File: config.mk
export PLATFORM = sky130hd
export DESIGN_NAME = basic_pipe_stream
export DESIGN_NICKNAME = d
export VERILOG_FILES = /design/src/rtl/basic_pipe_stream.sv
export SDC_FILE = /design/constraint.sdc
export NUM_CORES = 1
export LEC_CHECK = 0
export CAP_MARGIN = 0
export CORE_MARGIN = 1.5
export CORE_UTILIZATION = 46
export DETAILED_ROUTE_END_ITERATION = 7
export PLACE_DENSITY = 0.67
export REMOVE_ABC_BUFFERS = 1
export SLEW_MARGIN = 25
export SYNTH_ARGS = -nofsm -noshare
export SYNTH_HDL_FRONTEND = slang
export SYNTH_SLANG_ARGS = --single-unit
File: constraint.sdc
create_clock -name clk -period 11.7 [get_ports clk]
set_input_delay 2.34 -clock clk [delete_from_list [all_inputs] [get_ports clk]]
set_output_delay 2.34 -clock clk [all_outputs]
set_load 0.01 [all_outputs]
File: src/rtl/basic_pipe_stream.sv
// basic_pipe_stream: two-stage valid/ready pipeline computing (a+b)*c per beat.
// It also keeps a running sum of the products within each group; a group is
// closed by a beat with last=1.
// Stage 1 registers a+b, c and last.
// Stage 2 registers the product, the group sum including that beat, and last.
// Backpressure from the consumer (i_ready) reaches o_ready combinationally.
// A drained stage and a refilled stage can therefore change on the same edge.
module basic_pipe_stream #(
  parameter int WIDTH     = 8,
  parameter int ACC_WIDTH = 32  // must be at least 2*WIDTH+1
) (
  input  logic                 clk,
  input  logic                 rst,
  input  logic [WIDTH-1:0]     i_a,
  input  logic [WIDTH-1:0]     i_b,
  input  logic [WIDTH-1:0]     i_c,
  input  logic                 i_last,
  input  logic                 i_valid,
  output logic                 o_ready,
  output logic [2*WIDTH:0]     o_result,
  output logic [ACC_WIDTH-1:0] o_acc,
  output logic                 o_last,
  output logic                 o_valid,
  input  logic                 i_ready
);

  localparam int PW = 2*WIDTH + 1;

  // Stage 1 state
  logic             s1_valid;
  logic [WIDTH:0]   s1_ab;
  logic [WIDTH-1:0] s1_c;
  logic             s1_last;

  // Stage 2 state
  logic                 s2_valid;
  logic [PW-1:0]        s2_prod;
  logic [ACC_WIDTH-1:0] s2_acc;
  logic                 s2_last;

  // Running sum of the group currently open; this is the only group state.
  logic [ACC_WIDTH-1:0] run_sum;

  logic                 adv1;
  logic                 adv2;
  logic [PW-1:0]        prod_new;
  logic [ACC_WIDTH-1:0] sum;

  // Advance conditions and stage-2 arithmetic on the beat currently held in stage 1
  always_comb begin
    // NOTE: every signal driven here gets a value on every path, so no latch is inferred.
    adv2     = !s2_valid || i_ready;
    adv1     = !s1_valid || adv2;
    prod_new = PW'(s1_ab) * PW'(s1_c);
    sum      = run_sum + ACC_WIDTH'(prod_new);  // wraps modulo 2^ACC_WIDTH
  end

  // Stage 1 loads whenever it is empty or its contents can move on
  always_ff @(posedge clk or negedge rst) begin
    // NOTE: the data registers are reset too, so outputs read as 0 after reset, not X.
    if (!rst) begin
      s1_valid <= 1'b0;
      s1_ab    <= '0;
      s1_c     <= '0;
      s1_last  <= 1'b0;
    end else if (adv1) begin
      // NOTE: state is updated with non-blocking assignments, so every stage samples pre-edge values.
      s1_valid <= i_valid;
      s1_ab    <= {1'b0, i_a} + {1'b0, i_b};
      s1_c     <= i_c;
      s1_last  <= i_last;
    end
  end

  // Stage 2 loads when the output slot is empty or is being taken this edge
  always_ff @(posedge clk or negedge rst) begin
    if (!rst) begin
      s2_valid <= 1'b0;
      s2_prod  <= '0;
      s2_acc   <= '0;
      s2_last  <= 1'b0;
    end else if (adv2) begin
      s2_valid <= s1_valid;
      s2_prod  <= prod_new;
      s2_last  <= s1_last;
      if (s1_valid) s2_acc <= sum;
    end
  end

  // The group sum moves only when a real beat enters stage 2, and clears after a group's last beat
  always_ff @(posedge clk or negedge rst) begin
    if (!rst) begin
      run_sum <= '0;
    end else if (adv2 && s1_valid) begin
      run_sum <= s1_last ? '0 : sum;
    end
  end

  assign o_ready  = adv1;
  assign o_valid  = s2_valid;
  assign o_result = s2_prod;
  assign o_acc    = s2_acc;
  assign o_last   = s2_last;

endmodule

# Word level (Yosys, flattened, before mapping)

Index checks and enable logic that the tools add are counted.

Flip-flop bits (word level): 102
Bits in latches: 0
Bits in writable memories: 0
Bits in read-only memories: 0
Input port bits: 29
Output and inout port bits: 52
Word-level logic and storage cells: 19
Memories kept: 0

Add/subtract/negate cells: 2
Multiply operators: 1
Div/mod/pow operators: 0
Order comparisons: 0
Equal/unequal tests: 0
Shift-type cells: 0
Multiplexer cells: 1
Bitwise gates (word level): 0
Reductions and logical operators: 6

Operators by type and width:

| cell              | number |
|---|---|
| $add 32x17->32    | 1 |
| $mux 32           | 1 |
| $mul 9x8->17      | 1 |
| $add 8x8->9       | 1 |
| $logic_not 1->1   | 2 |
| $logic_or 1x1->1  | 2 |
| $reduce_and 2->1  | 1 |
| $logic_and 1x1->1 | 1 |

# Longest topological paths before layout

Word-level depth: 3
Depth in mapped cells: 26

# Worst setup path after synthesis

No wires, ideal clock.

Path type: register to register
From: reg s1_c[7]
To: reg s2_acc[30], in the netlist o_acc[30]
Setup time: 0.069 ns
Arrival time: 5.908 ns
Data required time: 11.631 ns
Slack: 5.723 ns
Cell stages (with the launch flop): 24
Clock period less this slack: 5.977 ns
Cells stage by stage: dfrtp_1 > clkbuf_1 > and2_1 > fa_1 > fa_1 > fa_1 > inv_1 > fa_1 > inv_1 > ha_1 > or2_2 > a21oi_1 > nor4_1 > o31a_1 > nor3_1 > nor2_1 > ha_1 > nand2_1 > nor2_1 > nand3_1 > o211ai_2 > nand4_1 > or3_1 > nand3_1

Word-level cells in the longest chain between the ends: 2

RTL lines:

| element                  | RTL line | source |
|---|---|---|
| start: declaration       | 32       | `logic [WIDTH-1:0] s1_c;` |
| start signal: assignment | 70       | `s1_c <= i_c;` |
| $mul 9x8->17             | 54       | `prod_new = PW'(s1_ab) * PW'(s1_c);` |
| via prod_new[15]         | 46       | `logic [PW-1:0] prod_new;` |
| $add 32x17->32           | 55       | `sum = run_sum + ACC_WIDTH'(prod_new);` |
| end signal: assignment   | 86       | `if (s1_valid) s2_acc <= sum;` |
| end: declaration         | 38       | `logic [ACC_WIDTH-1:0] s2_acc;` |

The timed path passes the listed nets, and every way through them passes these cells.
A chain may end at the register's enable or synchronous reset.

# Final worst setup path

From: in i_ready
To: out o_ready

Word-level cells in the longest chain between the ends: 2

RTL lines:

| element            | RTL line | source |
|---|---|---|
| start: declaration | 24       | `input logic i_ready` |
| $logic_or 1x1->1   | 52       | `adv2 = !s2_valid \|\| i_ready;` |
| $logic_or 1x1->1   | 53       | `adv1 = !s1_valid \|\| adv2;` |
| end: declaration   | 19       | `output logic o_ready,` |

No other way between the ends.

==> impl_metrics.prom <==
# TYPE chip_impl_metric gauge
chip_impl_info{name="outcome",value="complete, no violations"} 1
chip_impl_metric{name="crit_fanout",unit=""} 24
chip_impl_info{name="clock_tree.root_cell",value="clkbuf_16"} 1
chip_impl_info{name="worst_hold_path.endpoint",value="o_result[2]$_DFFE_PN0N_"} 1
chip_impl_metric{name="fp.dieArea",unit="mm2"} 0.01767
chip_impl_info{name="cpMostUsedCell",value="clkdlybuf4s50_1"} 1
chip_impl_info{name="critical_path_slowest_stage_cell",value="and2_1"} 1
chip_impl_metric{name="number_of_register_bits_inferred_by_synthesis",unit=""} 102
chip_impl_metric{name="drtPass1Iterations",unit=""} 5
chip_impl_metric{name="route.antenna.remaining_nets",unit=""} 0
chip_impl_metric{name="cts-htree-levels",unit=""} 3
chip_impl_metric{name="core_region_area",unit="mm2"} 0.01652
chip_impl_metric{name="gr-usage-all-layers",unit="%"} 20.41
chip_impl_metric{name="clk_latency",unit="ns"} 0.36
chip_impl_info{name="post_synth_most_frequent_cells",value="nand2_1, dfrtp_1, inv_1, ha_1, and2_1"} 1
chip_impl_info{name="start_kind",value="primary input"} 1
chip_impl_metric{name="fp.dieH",unit="um"} 132.9
chip_impl_metric{name="final-setup-viol-count",unit=""} 0
chip_impl_metric{name="dp.final_hpwl",unit="um"} 12740
chip_impl_metric{name="reg2regPathDepth",unit=""} 22
chip_impl_metric{name="grt_max_degree",unit=""} 80
chip_impl_info{name="netlist.top_cell.by_area",value="dfrtp_1"} 1
chip_impl_info{name="holdCritPathClass",value="flop to flop"} 1
chip_impl_metric{name="syn_area_per_cell",unit="um2"} 9.032
chip_impl_info{name="end_kind",value="primary output"} 1
chip_impl_metric{name="wire_per_inst",unit="um"} 14.81
chip_impl_metric{name="timing.setup.tns",unit="ns"} 0
chip_impl_info{name="timing.setup.critical_path_class",value="primary input to primary output"} 1
chip_impl_info{name="yosysMostFrequentCell",value="nand2_1"} 1
chip_impl_metric{name="worst_path_largest_cell_delay",unit="ns"} 0.63
chip_impl_metric{name="cts-resized-gates",unit=""} 0
chip_impl_metric{name="antenna_cells",unit=""} 0
chip_impl_metric{name="cts_num_sinks",unit=""} 102
chip_impl_metric{name="max_freq",unit="MHz"} 139.3
chip_impl_metric{name="rrSetupSlack",unit="ns"} 5.00
chip_impl_metric{name="first_global_vias",unit=""} 5702
chip_impl_metric{name="drv_slew",unit=""} 0
chip_impl_metric{name="wirelength",unit="um"} 17030
chip_impl_metric{name="count_of_unresolved_drc_violations_after_routing",unit=""} 0
chip_impl_info{name="critical_path_cell_sequence",value="clkdlybuf4s50_1 > nor2b_2 > and2_1 > inv_2 > clkdlybuf4s50_1"} 1
chip_impl_metric{name="cts.hold.buffers_added",unit=""} 0
chip_impl_metric{name="final_layout_size_suffix_gt1_share",unit="%"} 4.731
chip_impl_metric{name="drt-met1-wl",unit="um"} 8576
chip_impl_metric{name="layout.nets",unit=""} 1063
chip_impl_metric{name="synth-warning-count",unit=""} 0
chip_impl_metric{name="layout.filler_cells",unit=""} 1556
chip_impl_metric{name="post_synth_num_cell_types",unit=""} 58
chip_impl_metric{name="max-clock-path-buffers",unit=""} 2
chip_impl_metric{name="viasPerCell",unit=""} 5.306
chip_impl_metric{name="synth-seq-area-share",unit="%"} 32.86
chip_impl_metric{name="num_rows",unit=""} 47
chip_impl_metric{name="grt_remaining_overflow",unit=""} 0
chip_impl_info{name="highest-signal-layer",value="met4"} 1
chip_impl_info{name="timing.rr.end",value="o_acc[30]$_DFFE_PN0P_"} 1
chip_impl_metric{name="io_buffers",unit=""} 80
chip_impl_metric{name="grt_antenna_before_repair",unit=""} 0
chip_impl_metric{name="vias_after_detailed_routing",unit=""} 6102
chip_impl_metric{name="synth-edff-count",unit=""} 0
chip_impl_metric{name="wire_length_of_the_first_global_routing_pass",unit="um"} 28720
chip_impl_metric{name="area.growth.synth_to_final",unit="%"} 16.25
chip_impl_metric{name="worst-endpoint-arrival",unit="ns"} 4.84
chip_impl_metric{name="fp.dieW",unit="um"} 132.9
chip_impl_metric{name="cts-buffers-inserted",unit=""} 9
chip_impl_metric{name="timing.max_slew.rel_slack",unit="%"} 50.48
chip_impl_metric{name="timing.critical_path.required",unit="ns"} 9.36
chip_impl_metric{name="design.portCount",unit=""} 81
chip_impl_metric{name="syn_area",unit="mm2"} 0.007767
chip_impl_metric{name="synth-async-reset-ratio",unit="%"} 100.0
chip_impl_info{name="cts_tree",value="done"} 1
chip_impl_metric{name="cts.repair_timing.setup_buffer_count",unit=""} 0
chip_impl_info{name="synth-main-ff-cell",value="dfrtp_1"} 1
chip_impl_metric{name="netlist_instances",unit=""} 860
chip_impl_metric{name="period_share",unit="%"} 61.35
chip_impl_info{name="grt_setup_unrepaired",value="false"} 1
chip_impl_info{name="hold_path.startpoint",value="o_result[2]$_DFFE_PN0N_"} 1
chip_impl_metric{name="routabilityCongestion",unit=""} 0.8488
chip_impl_metric{name="fin_crit",unit="ns"} 7.178
chip_impl_metric{name="path_clk_slew",unit="ns"} 0.06
chip_impl_metric{name="max_cap_violations",unit=""} 0
chip_impl_metric{name="first_iter_violations",unit=""} 386
chip_impl_info{name="ys_top_cells_by_area",value="dfrtp_1, fa_1, ha_1, nand2_1, and2_1"} 1
chip_impl_metric{name="dr_wl_met2",unit="um"} 7615
chip_impl_metric{name="start_util",unit="%"} 47.01
chip_impl_metric{name="worstHoldPathCells",unit=""} 2
chip_impl_metric{name="hold_viol",unit=""} 0
chip_impl_metric{name="clock-skew-final",unit="ns"} 0.01475
chip_impl_metric{name="met3_length",unit="um"} 656
chip_impl_metric{name="tightest_slew",unit="ns"} 0.7428
chip_impl_info{name="rr_startpoint",value="s1_c[7]$_DFFE_PN0P_"} 1
chip_impl_metric{name="post-synth-top-area-fraction",unit="%"} 32.86
-- state kept, by name, summed over array words and instances, names as in the netlist --
register	cells
o_valid	1
o_acc	32
run_sum	32
o_last	1
s1_last	1
s1_valid	1
s1_c	8
o_result	17
s1_ab	9
-- kinds of logic after synthesis --
group | synth area share [%]
AOI/OAI and AO/OA | 15.17
xor gates and xnor gates | 3.834
adders and majority gates | 21.81
buffers and inverters | 5.332
DFF | 32.86
muxes | 1.015
and+or+nand+nor | 19.97
-- layer usage --
layer | track usage [%] | vias up
li1 | - | 3023
met1 | 31.30 | 2942
met4 | 4.945 | 0
met3 | 2.644 | 15
met2 | 30.56 | 122
met5 | 0 | -
-- critical path: cells and delay by family --
| kind | cells | cell delay (ns) |
|---|---|---|
| buffers and inverters | 3 | 1.34 |
| and+or+nand+nor | 2 | 1.15 |
-- cell usage in the layout, fill, tap and decap left out, types with 4 or more instances in the layout --
| master | n |
|---|---|
| and3_1 | 6 |
| nand2b_1 | 9 |
| mux2_2 | 7 |
| ha_1 | 65 |
| fa_1 | 44 |
| and2_1 | 61 |
| nor2_1 | 31 |
| a31oi_1 | 11 |
| inv_1 | 74 |
| a22o_1 | 4 |
| o21ai_1 | 5 |
| nand3_1 | 14 |
| buf_4 | 5 |
| clkbuf_16 | 9 |
| o21bai_1 | 8 |
| o211ai_1 | 8 |
| o31ai_1 | 11 |
| a211oi_1 | 5 |
| nor3_1 | 6 |
| nand2_1 | 156 |
| xnor2_1 | 17 |
| a21oi_1 | 31 |
| or3_1 | 11 |
| or4_1 | 8 |
| nand4_1 | 5 |
| o21a_1 | 8 |
| o21ai_0 | 59 |
| xor2_1 | 17 |
| dfrtp_1 | 102 |
| clkdlybuf4s50_1 | 79 |
| a21o_1 | 12 |
-- through the flow --
stage	utilization, %	setup slack [ns]	cells	hold WS [ns]	instance area, um2
final	54.65	4.522	1150	0.4691	9030
after global routing	54.65	4.322	1150	0.4951	9030
after CTS	54.63	4.169	1150	0.4758	9027
after detailed placement	52.90	4.179	1134	0.4612	8741
after global placement	52.90	4.267	1134	0.4539	8741
after floorplan	-	5.763	830	0.4551	7635
-- worst max-delay path by stage --
stage	start	to	slack [ns]
floorplan	s1_c[7]$_DFFE_PN0P_	o_acc[29]$_DFFE_PN0P_	5.76
global placement	i_ready	o_ready	4.27
detailed placement	i_ready	o_ready	4.18
CTS	i_ready	o_ready	4.17
global route	i_ready	o_ready	4.32
finish	i_ready	o_ready	4.52
-- layout make-up --
class	count	area (um2)	share of cell area, %
clock buffer	13	260.3	2.882
tap	220	275.3	3.048
sequential	102	2552	28.27
inverter	75	281.5	3.118
clock inverter	3	26.28	0.2910
multi-input combinational	653	4806	53.22
timing repair buffer	84	828.3	9.173
Power is not shown: default switching activity piles up to over one toggle a cycle in this logic, so the estimate is an artifact.
